### src/rtl/delay_pkg.sv
// ---------------------------------------------------------------------------
// delay_pkg
// Shared definitions for the sample-delay FIFO sequencer and its datapath.
//   state_t      : sequencer state encoding, also exported on the state port
//   DEPTH / LW   : FIFO depth in samples and width of length/counter fields
//   ADC_OFFSET,
//   DAC_MID      : offset codes used by the datapath while the path is muted
// ---------------------------------------------------------------------------
package delay_pkg;

  localparam int DEPTH = 8192;
  localparam int LW    = 14;

  localparam logic [9:0] ADC_OFFSET = 10'h181;
  localparam logic [9:0] DAC_MID    = 10'h200;

  typedef enum logic [1:0] {
    ST_FLUSH = 2'd0,
    ST_FILL  = 2'd1,
    ST_RUN   = 2'd2
  } state_t;

endpackage

### src/rtl/delay_line_ctrl_if.sv
// ---------------------------------------------------------------------------
// delay_line_ctrl_if
// Bundle between the delay-line sequencer and its environment (sample
// strobe source, length register, delay FIFO, DAC muting).
//   master : the sequencer (drives FIFO requests and status)
//   slave  : the environment (drives strobe, length and FIFO flags)
// Signals:
//   sample_en   one-cycle strobe per audio sample
//   delay_len   requested delay in samples
//   fifo_full   FIFO full flag
//   fifo_empty  FIFO empty flag
//   fifo_wrreq  FIFO write request
//   fifo_rdreq  FIFO read request
//   fifo_sclr   FIFO synchronous clear
//   out_valid   FIFO q holds a valid delayed sample
//   state       current sequencer state
//   err         sticky overflow/underflow flag
// ---------------------------------------------------------------------------
interface delay_line_ctrl_if #(
  parameter int LW = delay_pkg::LW
);
  import delay_pkg::*;

  logic          sample_en;
  logic [LW-1:0] delay_len;
  logic          fifo_full;
  logic          fifo_empty;
  logic          fifo_wrreq;
  logic          fifo_rdreq;
  logic          fifo_sclr;
  logic          out_valid;
  logic [1:0]    state;
  logic          err;

  modport master (
    input  sample_en,
    input  delay_len,
    input  fifo_full,
    input  fifo_empty,
    output fifo_wrreq,
    output fifo_rdreq,
    output fifo_sclr,
    output out_valid,
    output state,
    output err
  );

  modport slave (
    output sample_en,
    output delay_len,
    output fifo_full,
    output fifo_empty,
    input  fifo_wrreq,
    input  fifo_rdreq,
    input  fifo_sclr,
    input  out_valid,
    input  state,
    input  err
  );

endinterface

### src/rtl/delay_len_clamp.sv
// ---------------------------------------------------------------------------
// delay_len_clamp
// Combinational clamp of a requested delay into the range the FIFO can hold.
// A zero request becomes one sample; anything beyond DEPTH becomes DEPTH.
// Also used by the datapath for display/status of the effective delay.
//   delay_len  in  LW  requested delay in samples
//   len_c      out LW  effective delay in samples, 1..DEPTH
// ---------------------------------------------------------------------------
module delay_len_clamp #(
  parameter int DEPTH = delay_pkg::DEPTH,
  parameter int LW    = delay_pkg::LW
) (
  input  logic [LW-1:0] delay_len,
  output logic [LW-1:0] len_c
);
  import delay_pkg::*;

  localparam logic [LW-1:0] LEN_MIN = LW'(1);
  localparam logic [LW-1:0] LEN_MAX = LW'(DEPTH);

  always_comb begin
    len_c = delay_len;
    if (delay_len == '0) begin
      len_c = LEN_MIN;
    end else if (delay_len > LEN_MAX) begin
      len_c = LEN_MAX;
    end
  end

endmodule

### src/rtl/delay_line_ctrl.sv
// ---------------------------------------------------------------------------
// delay_line_ctrl
// Sequencer for the audio sample-delay FIFO. Clears the FIFO, primes it with
// exactly len samples, then runs it with one write/read pair per sample
// strobe so that the sample written on strobe k is read on strobe k+len.
// The DAC path is muted (out_valid low) whenever FIFO q is not a valid
// delayed sample. A change of the effective length restarts the sequence;
// FIFO overflow while priming or underflow while running also restarts it
// and sets a sticky error flag.
//
// Ports:
//   sysclk  in  system clock
//   rst_n   in  synchronous, active-low reset
//   bus     master side of delay_line_ctrl_if (strobe, length, FIFO
//           flags in; FIFO requests, out_valid, state, err out)
//
// state | meaning
// ------+-------------------------------------------------------------
// FLUSH | clear the FIFO for one cycle and latch the effective length
// FILL  | write strobed samples until len_q samples are held, no reads
// RUN   | one write and one read per strobe, delayed output valid
// ---------------------------------------------------------------------------
module delay_line_ctrl #(
  parameter int DEPTH = delay_pkg::DEPTH,
  parameter int LW    = delay_pkg::LW
) (
  input logic               sysclk,
  input logic               rst_n,
  delay_line_ctrl_if.master bus
);
  import delay_pkg::*;

  state_t        state_q;
  logic [LW-1:0] fill_cnt;
  logic [LW-1:0] len_q;
  logic          err_q;
  logic          out_valid_q;

  logic [LW-1:0] len_c;
  logic [LW-1:0] fill_inc;
  logic          in_flush;
  logic          in_fill;
  logic          in_run;
  logic          chg;
  logic          ovf;
  logic          udf;
  logic          wr;
  logic          rd;

  delay_len_clamp #(
    .DEPTH (DEPTH),
    .LW    (LW)
  ) u_clamp (
    .delay_len (bus.delay_len),
    .len_c     (len_c)
  );

  assign in_flush = (state_q == ST_FLUSH);
  assign in_fill  = (state_q == ST_FILL);
  assign in_run   = (state_q == ST_RUN);
  assign fill_inc = fill_cnt + LW'(1);

  // A length change outranks overflow/underflow: it restarts without
  // flagging an error, and suppresses any FIFO access on that cycle.
  assign chg = (in_fill | in_run) & (len_c != len_q);

  assign ovf = in_fill & bus.sample_en & bus.fifo_full
             & (fill_cnt < len_q) & ~chg;
  assign udf = in_run & bus.sample_en & bus.fifo_empty & ~chg;

  // In RUN a write while full is legal: the paired read frees the slot.
  assign wr = rst_n & bus.sample_en & ~chg
            & ((in_fill & ~bus.fifo_full) | (in_run & ~bus.fifo_empty));
  assign rd = rst_n & bus.sample_en & ~chg & in_run & ~bus.fifo_empty;

  // Requests are combinational so they line up with the strobed sample.
  assign bus.fifo_wrreq = wr;
  assign bus.fifo_rdreq = rd;
  assign bus.fifo_sclr  = rst_n & in_flush;
  assign bus.out_valid  = out_valid_q;
  assign bus.state      = state_q;
  assign bus.err        = err_q;

  always_ff @(posedge sysclk) begin
    if (!rst_n) begin
      state_q     <= ST_FLUSH;
      fill_cnt    <= '0;
      len_q       <= LW'(1);
      err_q       <= 1'b0;
      out_valid_q <= 1'b0;
    end else begin
      case (state_q)
        ST_FLUSH: begin
          len_q       <= len_c;
          fill_cnt    <= '0;
          out_valid_q <= 1'b0;
          state_q     <= ST_FILL;
        end
        ST_FILL: begin
          out_valid_q <= 1'b0;
          if (chg) begin
            state_q <= ST_FLUSH;
          end else if (ovf) begin
            err_q   <= 1'b1;
            state_q <= ST_FLUSH;
          end else if (wr) begin
            fill_cnt <= fill_inc;
            if (fill_inc == len_q) begin
              state_q <= ST_RUN;
            end
          end
        end
        ST_RUN: begin
          if (chg || udf) begin
            if (udf) begin
              err_q <= 1'b1;
            end
            out_valid_q <= 1'b0;
            state_q     <= ST_FLUSH;
          end else if (rd) begin
            // q becomes valid one cycle after the first read and then
            // holds between strobes.
            out_valid_q <= 1'b1;
          end
        end
        default: begin
          out_valid_q <= 1'b0;
          state_q     <= ST_FLUSH;
        end
      endcase
    end
  end

endmodule

### src/flat_wrapper.sv
// flat-port wrapper written by rule: the top's interface ports become plain ports
module delay_line_ctrl_flat import delay_pkg::*;
#(
  parameter int DEPTH = delay_pkg::DEPTH,
  parameter int LW    = delay_pkg::LW
)
  (sysclk, rst_n, bus_sample_en, bus_delay_len, bus_fifo_full, bus_fifo_empty, bus_fifo_wrreq, bus_fifo_rdreq, bus_fifo_sclr, bus_out_valid, bus_state, bus_err);
  delay_line_ctrl_if #(.LW(LW)) bus_i ();
  input logic sysclk;
  input logic rst_n;
  input wire logic [$bits(bus_i.sample_en)-1:0] bus_sample_en;
  input wire logic [$bits(bus_i.delay_len)-1:0] bus_delay_len;
  input wire logic [$bits(bus_i.fifo_full)-1:0] bus_fifo_full;
  input wire logic [$bits(bus_i.fifo_empty)-1:0] bus_fifo_empty;
  output wire logic [$bits(bus_i.fifo_wrreq)-1:0] bus_fifo_wrreq;
  output wire logic [$bits(bus_i.fifo_rdreq)-1:0] bus_fifo_rdreq;
  output wire logic [$bits(bus_i.fifo_sclr)-1:0] bus_fifo_sclr;
  output wire logic [$bits(bus_i.out_valid)-1:0] bus_out_valid;
  output wire logic [$bits(bus_i.state)-1:0] bus_state;
  output wire logic [$bits(bus_i.err)-1:0] bus_err;
  assign bus_i.sample_en = bus_sample_en;
  assign bus_i.delay_len = bus_delay_len;
  assign bus_i.fifo_full = bus_fifo_full;
  assign bus_i.fifo_empty = bus_fifo_empty;
  assign bus_fifo_wrreq = bus_i.fifo_wrreq;
  assign bus_fifo_rdreq = bus_i.fifo_rdreq;
  assign bus_fifo_sclr = bus_i.fifo_sclr;
  assign bus_out_valid = bus_i.out_valid;
  assign bus_state = bus_i.state;
  assign bus_err = bus_i.err;
  delay_line_ctrl #(.DEPTH(DEPTH), .LW(LW)) u_core (.sysclk(sysclk), .rst_n(rst_n), .bus(bus_i));
endmodule
### config.mk
export PLATFORM = sky130hd
export DESIGN_NAME = delay_line_ctrl_flat
export DESIGN_NICKNAME = d
export VERILOG_FILES = /design/src/rtl/delay_pkg.sv /design/src/rtl/delay_line_ctrl_if.sv /design/src/rtl/delay_len_clamp.sv /design/src/rtl/delay_line_ctrl.sv /design/src/flat_wrapper.sv
export SDC_FILE = /design/constraint.sdc
export NUM_CORES = 1
export LEC_CHECK = 0
export CAP_MARGIN = 20
export CORE_ASPECT_RATIO = 0.9
export CORE_MARGIN = 8
export CORE_UTILIZATION = 60
export DETAILED_ROUTE_END_ITERATION = 10
export HOLD_SLACK_MARGIN = 0.05
export PLACE_DENSITY_LB_ADDON = 0.1
export REMOVE_ABC_BUFFERS = 1
export SKIP_CTS_REPAIR_TIMING = 1
export SLEW_MARGIN = 20
export SYNTH_ARGS = -nofsm -noshare
export SYNTH_HDL_FRONTEND = slang
export SYNTH_SLANG_ARGS = --single-unit
### constraint.sdc
create_clock -name sysclk -period 7 [get_ports sysclk]
set_input_delay 1.4 -clock sysclk [delete_from_list [all_inputs] [get_ports sysclk]]
set_output_delay 1.4 -clock sysclk [all_outputs]
set_load 0.005 [all_outputs]
## After elaboration in Yosys (flattened, before gate mapping)

Index checks and enable logic that the tools add are counted.

- Register bits: 32
- Input port bits: 19

- $add $sub $neg: 1
- Magnitude comparators: 2
- Equal/unequal tests: 12
- Multiplexer cells: 17
- Bitwise operators: 23
- Reductions and logical operators: 9

Operator list:

| operator | count |
|---|---|
| 14-bit 2-to-1 mux | 5 |
| 14-bit one-hot mux with 2 select lines | 1 |
| 1-bit AND | 16 |
| 14-bit by 1-bit adder with 14-bit output (second input constant) | 1 |
| 14-bit == test | 1 |
| 14-bit greater-than comparator (second input constant) | 1 |
| 14-bit zero test | 1 |
| 14-bit less-than comparator | 1 |
| 14-bit != test | 1 |
| 2-bit != test (second input constant) | 6 |
| 2-bit 2-to-1 mux | 5 |
| 4-bit != test (second input constant) | 2 |
| 2-bit one-hot mux with 3 select lines | 1 |
| 1-bit NOT | 5 |
| 5-bit AND reduction | 1 |
| 1-bit 2-to-1 mux | 4 |
| 4-bit AND reduction | 1 |
| 2-bit nonzero test | 2 |
| 3-bit AND reduction | 1 |
| 3-bit OR reduction | 1 |
| 2-bit by 1-bit == test with 1-bit output (second input constant) | 1 |
| 2-bit == test (second input constant) | 1 |
| 2-bit zero test | 1 |
| 1-bit bitwise OR | 2 |
| 2 further kinds | 2 |

## Longest topological paths before layout

- Depth after elaboration: 12
- Mapped depth: 10
- Gate-level depth less buffers: 9

## Hierarchy

From an unflattened synthesis, not the netlist that was laid out.

- Cell total of the unflattened synthesis: 299
- Area total of the unflattened synthesis: 2431.1 µm²

Modules (own cells, without submodules):

| module | instances | cells an instance | area an instance (µm²) |
|---|---|---|---|
| delay_line_ctrl | 1 | 279 | 2297.2 |
| delay_len_clamp | 1 | 20 | 133.9 |

## Worst setup path after synthesis

Ideal clock, no wire load.

- Path type: input port to output port
- Start: input port bus_delay_len[13]
- End: output port bus_fifo_rdreq
- Arrival: 2.736 ns
- Setup slack: 2.864 ns
- Stages: 8
- Path buffers: 1
- Path through: buf_4 nor4b_1 a32oi_1 a222oi_1 nand4_1 o21ai_2 nand2_1 nor3_1

- Cells in the longest elaborated chain, start to end: 9
- Elaborated cells on any way between the ends: 10
- Classes of those cells: order compare (1); eq/ne (1); mux (2); bitwise (5); reduce/logical (1)

RTL lines:

| what | RTL line | source |
|---|---|---|
| start, declared | flat_wrapper.sv:12 | `input wire logic [$bits(bus_i.delay_len)-1:0] bus_delay_len;` |
| 14-bit greater-than comparator | delay_len_clamp.sv:25 | `end else if (delay_len > LEN_MAX) begin` |
| 14-bit 2-to-1 mux | delay_len_clamp.sv:25 |  |
| 14-bit 2-to-1 mux (*) | delay_len_clamp.sv:23 | `if (delay_len == '0) begin` |
| 14-bit != test (*) | delay_line_ctrl.sv:65 | `assign chg = (in_fill \| in_run) & (len_c != len_q);` |
| 1-bit AND (*) | delay_line_ctrl.sv:65 |  |
| 1-bit NOT (*) | delay_line_ctrl.sv:74 | `assign rd = rst_n & bus.sample_en & ~chg & in_run & ~bus.fifo_empty;` |
| 1-bit AND (*) (3 in series) | delay_line_ctrl.sv:74 |  |
| end, declared | flat_wrapper.sv:16 | `output wire logic [$bits(bus_i.fifo_rdreq)-1:0] bus_fifo_rdreq;` |

Every way passes the cells marked *; elsewhere a longest branch is shown, timed or not.

## Worst setup path in the final report

Same ends and word-level chain as after synthesis.

==> results_dict.tcl <==
set metrics [dict create \
    yosysSeqAreaShare 0.245 \
    viasPerCell 6.40 \
    r2r-end "u_core.fill_cnt[0]" \
    firstDrtPassIters 5 \
    grt_pass1_wl_um 11500 \
    clockRootBuffer "clkbuf_8" \
    routed_wl_um 6830 \
    avgRoutedWirePerCell_um 17.2 \
    fin_skew_ns 0.00176 \
    clockPowerShare 0.351 \
    synth_ff_type "dfxtp_1" \
    holdPathEnd "u_core.bus.state[0]" \
    grt_max_degree 27 \
    finalCritPeriodShare 0.834 \
    gp_congestion 0.874 \
    antenna_found_initial 0 \
    critical_path_class "in2out" \
    cts_max_level 2 \
    powerDensity_nw_per_um2 169 \
    wl_met3_um 423 \
    clockBufferDepth 2 \
    ir_drop_mv 0.133 \
    worstPathArrival_ns 4.44 \
    combPwrFrac 0.244 \
    final_nets 386 \
    worstPathRequired_ns 5.60 \
    ant_nets 0 \
    vias 2549 \
    hold_start "u_core.bus.state[0]" \
    drc 0 \
    place_inst 390 \
    top_layer "met4" \
    initial_core_util 0.632 \
    clkLatencyLatePin_ns 0.29 \
    portBuffers 25 \
    worst_slew_pin_slew_ns 1.09 \
    maxSlewViolCount 0 \
    p_seq_frac 0.405 \
    avgSynthCellArea_um2 7.82 \
    final_layout_size_suffix_gt1_frac 0.0429 \
    final_area_um2 2950 \
    async_reset_ff_frac 0 \
    rr_worst_depth 9 \
    grt_pass1_vias 2410 \
    cts_buffers 5 \
    dp_slack_ns 1.22 \
    hold_depth 2 \
    layout.cells.most_common "nand2_1" \
    drt-met1-wl_um 3210 \
    rows 22 \
    fmax_mhz 171 \
    hpwl_um 5160 \
    syn_inst 334 \
    area.growth.synth_to_final_pct 12.9 \
    cp-end-kind "output port" \
    drv_cap 0 \
    diodes 0 \
    fp.dieH_um 78.6 \
    outcome "finished clean" \
    timing.rr.start "u_core.len_q[11]" \
    ys_warn_count 0 \
    min_path_type "reg2reg" \
    p_leak_nw 1.16 \
    syn_area_um2 2610 \
    setup_ws_ns 1.16 \
    die_w_um 85.5 \
    dieArea_um2 6720 \
    wl_met2_um 3120 \
    period_needed_ns 5.84 \
    slew_headroom 0.274 \
    cp-start-kind "input port" \
    final-instance-count-excl-fill 398 \
    overflow 0 \
    most-common-layout-cells "nand2_1 (34), dfxtp_1 (32), clkdlybuf4s50_1 (25)" \
    r2r_slack_ns 3.85 \
    dpl_cell_area_um2 2840 \
    cts.sinks 32 \
    setup_viol 0 \
    ys_types 55 \
    cp_max_fo 26 \
    cts.reportedPaths.clkPinSlew_ns 0.07 \
    swShare 0.297 \
    synth-seq-cells 32 \
    cts_tree "done" \
    p_sw_mw 0.148 \
    rsz0062_at_grt "no" \
    cellInternalPower_mw 0.351 \
    io_pins 26 \
    finalHoldViolCount 0 \
    synth_edf_count 0 \
    core_area_um2 4130 \
    groute.usage.overall 0.209 \
    fin_setup_tns_ns 0 \
    drtIter0Drc 215 \
]
## synthesized netlist by cell type (3+ instances only)
library cell / n / area share
a221o_1: 6 / 0.023
dfxtp_1: 32 / 0.25
nand2b_1: 9 / 0.022
nand2_1: 34 / 0.049
mux2i_1: 5 / 0.019
nand3b_1: 3 / 0.0086
and2_1: 16 / 0.038
o2111ai_1: 3 / 0.010
o22ai_1: 8 / 0.019
nor4b_1: 5 / 0.017
a211oi_1: 6 / 0.017
clkbuf_1: 8 / 0.012
nor2b_1: 9 / 0.022
xnor2_1: 12 / 0.040
o21ai_0: 13 / 0.025
nand4_1: 3 / 0.0072
nand3_1: 8 / 0.015
clkbuf_2: 3 / 0.0057
and3_1: 3 / 0.0072
and4_1: 4 / 0.013
nor2_1: 19 / 0.027
xor2_1: 10 / 0.034
ha_1: 18 / 0.086
inv_1: 20 / 0.029
a21oi_1: 6 / 0.012
nor3_1: 13 / 0.025
a22oi_1: 3 / 0.0086
buf_2: 4 / 0.0077
or3_1: 3 / 0.0072
a21o_1: 4 / 0.012
nor4_1: 7 / 0.017
a31oi_1: 4 / 0.0096
## cell type report
cell class	instances	area [µm²]
clock buffers	6	72.6
clock inverters	2	35.0
fillers	366	1180
inverters	20	75.1
multi-input cells	265	1820
flip-flops and latches	32	641
well taps	48	60.1
repair buffers	25	250
## stage by stage
step / util / hold WS (ns) / power, mW
2_1_floorplan: - / 0.482 / 0.280
3_3_place_gp: 0.688 / 0.491 / 0.323
3_5_place_dp: 0.688 / 0.493 / 0.325
4_1_cts: 0.714 / 0.506 / 0.501
5_1_grt: 0.714 / 0.561 / 0.523
6_report: 0.714 / 0.501 / 0.499
## cells by family (layout without fill, tap and decap cells)
group | after synthesis | after routing | share of synthesized area
and+or+nand+nor | 144 | 144 | 0.302
xor gates and xnor gates | 22 | 22 | 0.0738
muxes | 7 | 7 | 0.0278
buffers and inverters | 37 | 53 | 0.0594
adders and majority gates | 18 | 18 | 0.0862
DFF | 32 | 32 | 0.245
AOI/OAI and AO/OA | 74 | 74 | 0.205
## how the worst max path moves through the flow
stage | slack [ns] | start | cells past startpoint | to
finish | 1.16 | bus_delay_len[13] | 8 | bus_fifo_rdreq
global route | 0.93 | bus_delay_len[13] | 9 | bus_fifo_rdreq
CTS | 1.18 | bus_delay_len[13] | 8 | bus_fifo_rdreq
detailed placement | 1.22 | bus_delay_len[13] | 8 | bus_fifo_rdreq
global placement | 1.28 | bus_delay_len[13] | 8 | bus_fifo_rdreq
floorplan | 2.89 | bus_delay_len[6] | 7 | bus_fifo_rdreq
## power by group through the flow
stage	logic [mW]	clock network, mW	registers, mW
after floorplan	0.0771	0	0.202
after global placement	0.118	0	0.206
after detailed placement	0.119	0	0.206
after CTS	0.120	0.178	0.202
after global routing	0.135	0.185	0.203
final	0.121	0.175	0.202
## flip-flops by register name (all words and copies together) (netlist names)
| name | count |
|---|---|
| u_core.bus.out_valid | 1 |
| u_core.bus.err | 1 |
| u_core.len_q | 14 |
| u_core.bus.state | 2 |
| u_core.fill_cnt | 14 |
## critical path: stages
cell and delay [ns]:
clkdlybuf4s50_1 0.80, o32a_1 0.54, a222oi_1 0.33, nand4_1 0.24
o21ai_2 0.25, nand2_1 0.12, nor3_1 0.21, clkdlybuf4s50_1 0.53
## layer usage
metal  track usage  up-vias
met5             0        -
met2         0.337       87
li1              -     1243
met4        0.0769        0
met1         0.262     1207
met3        0.0520       12
Power figures use the tool's default switching activity.
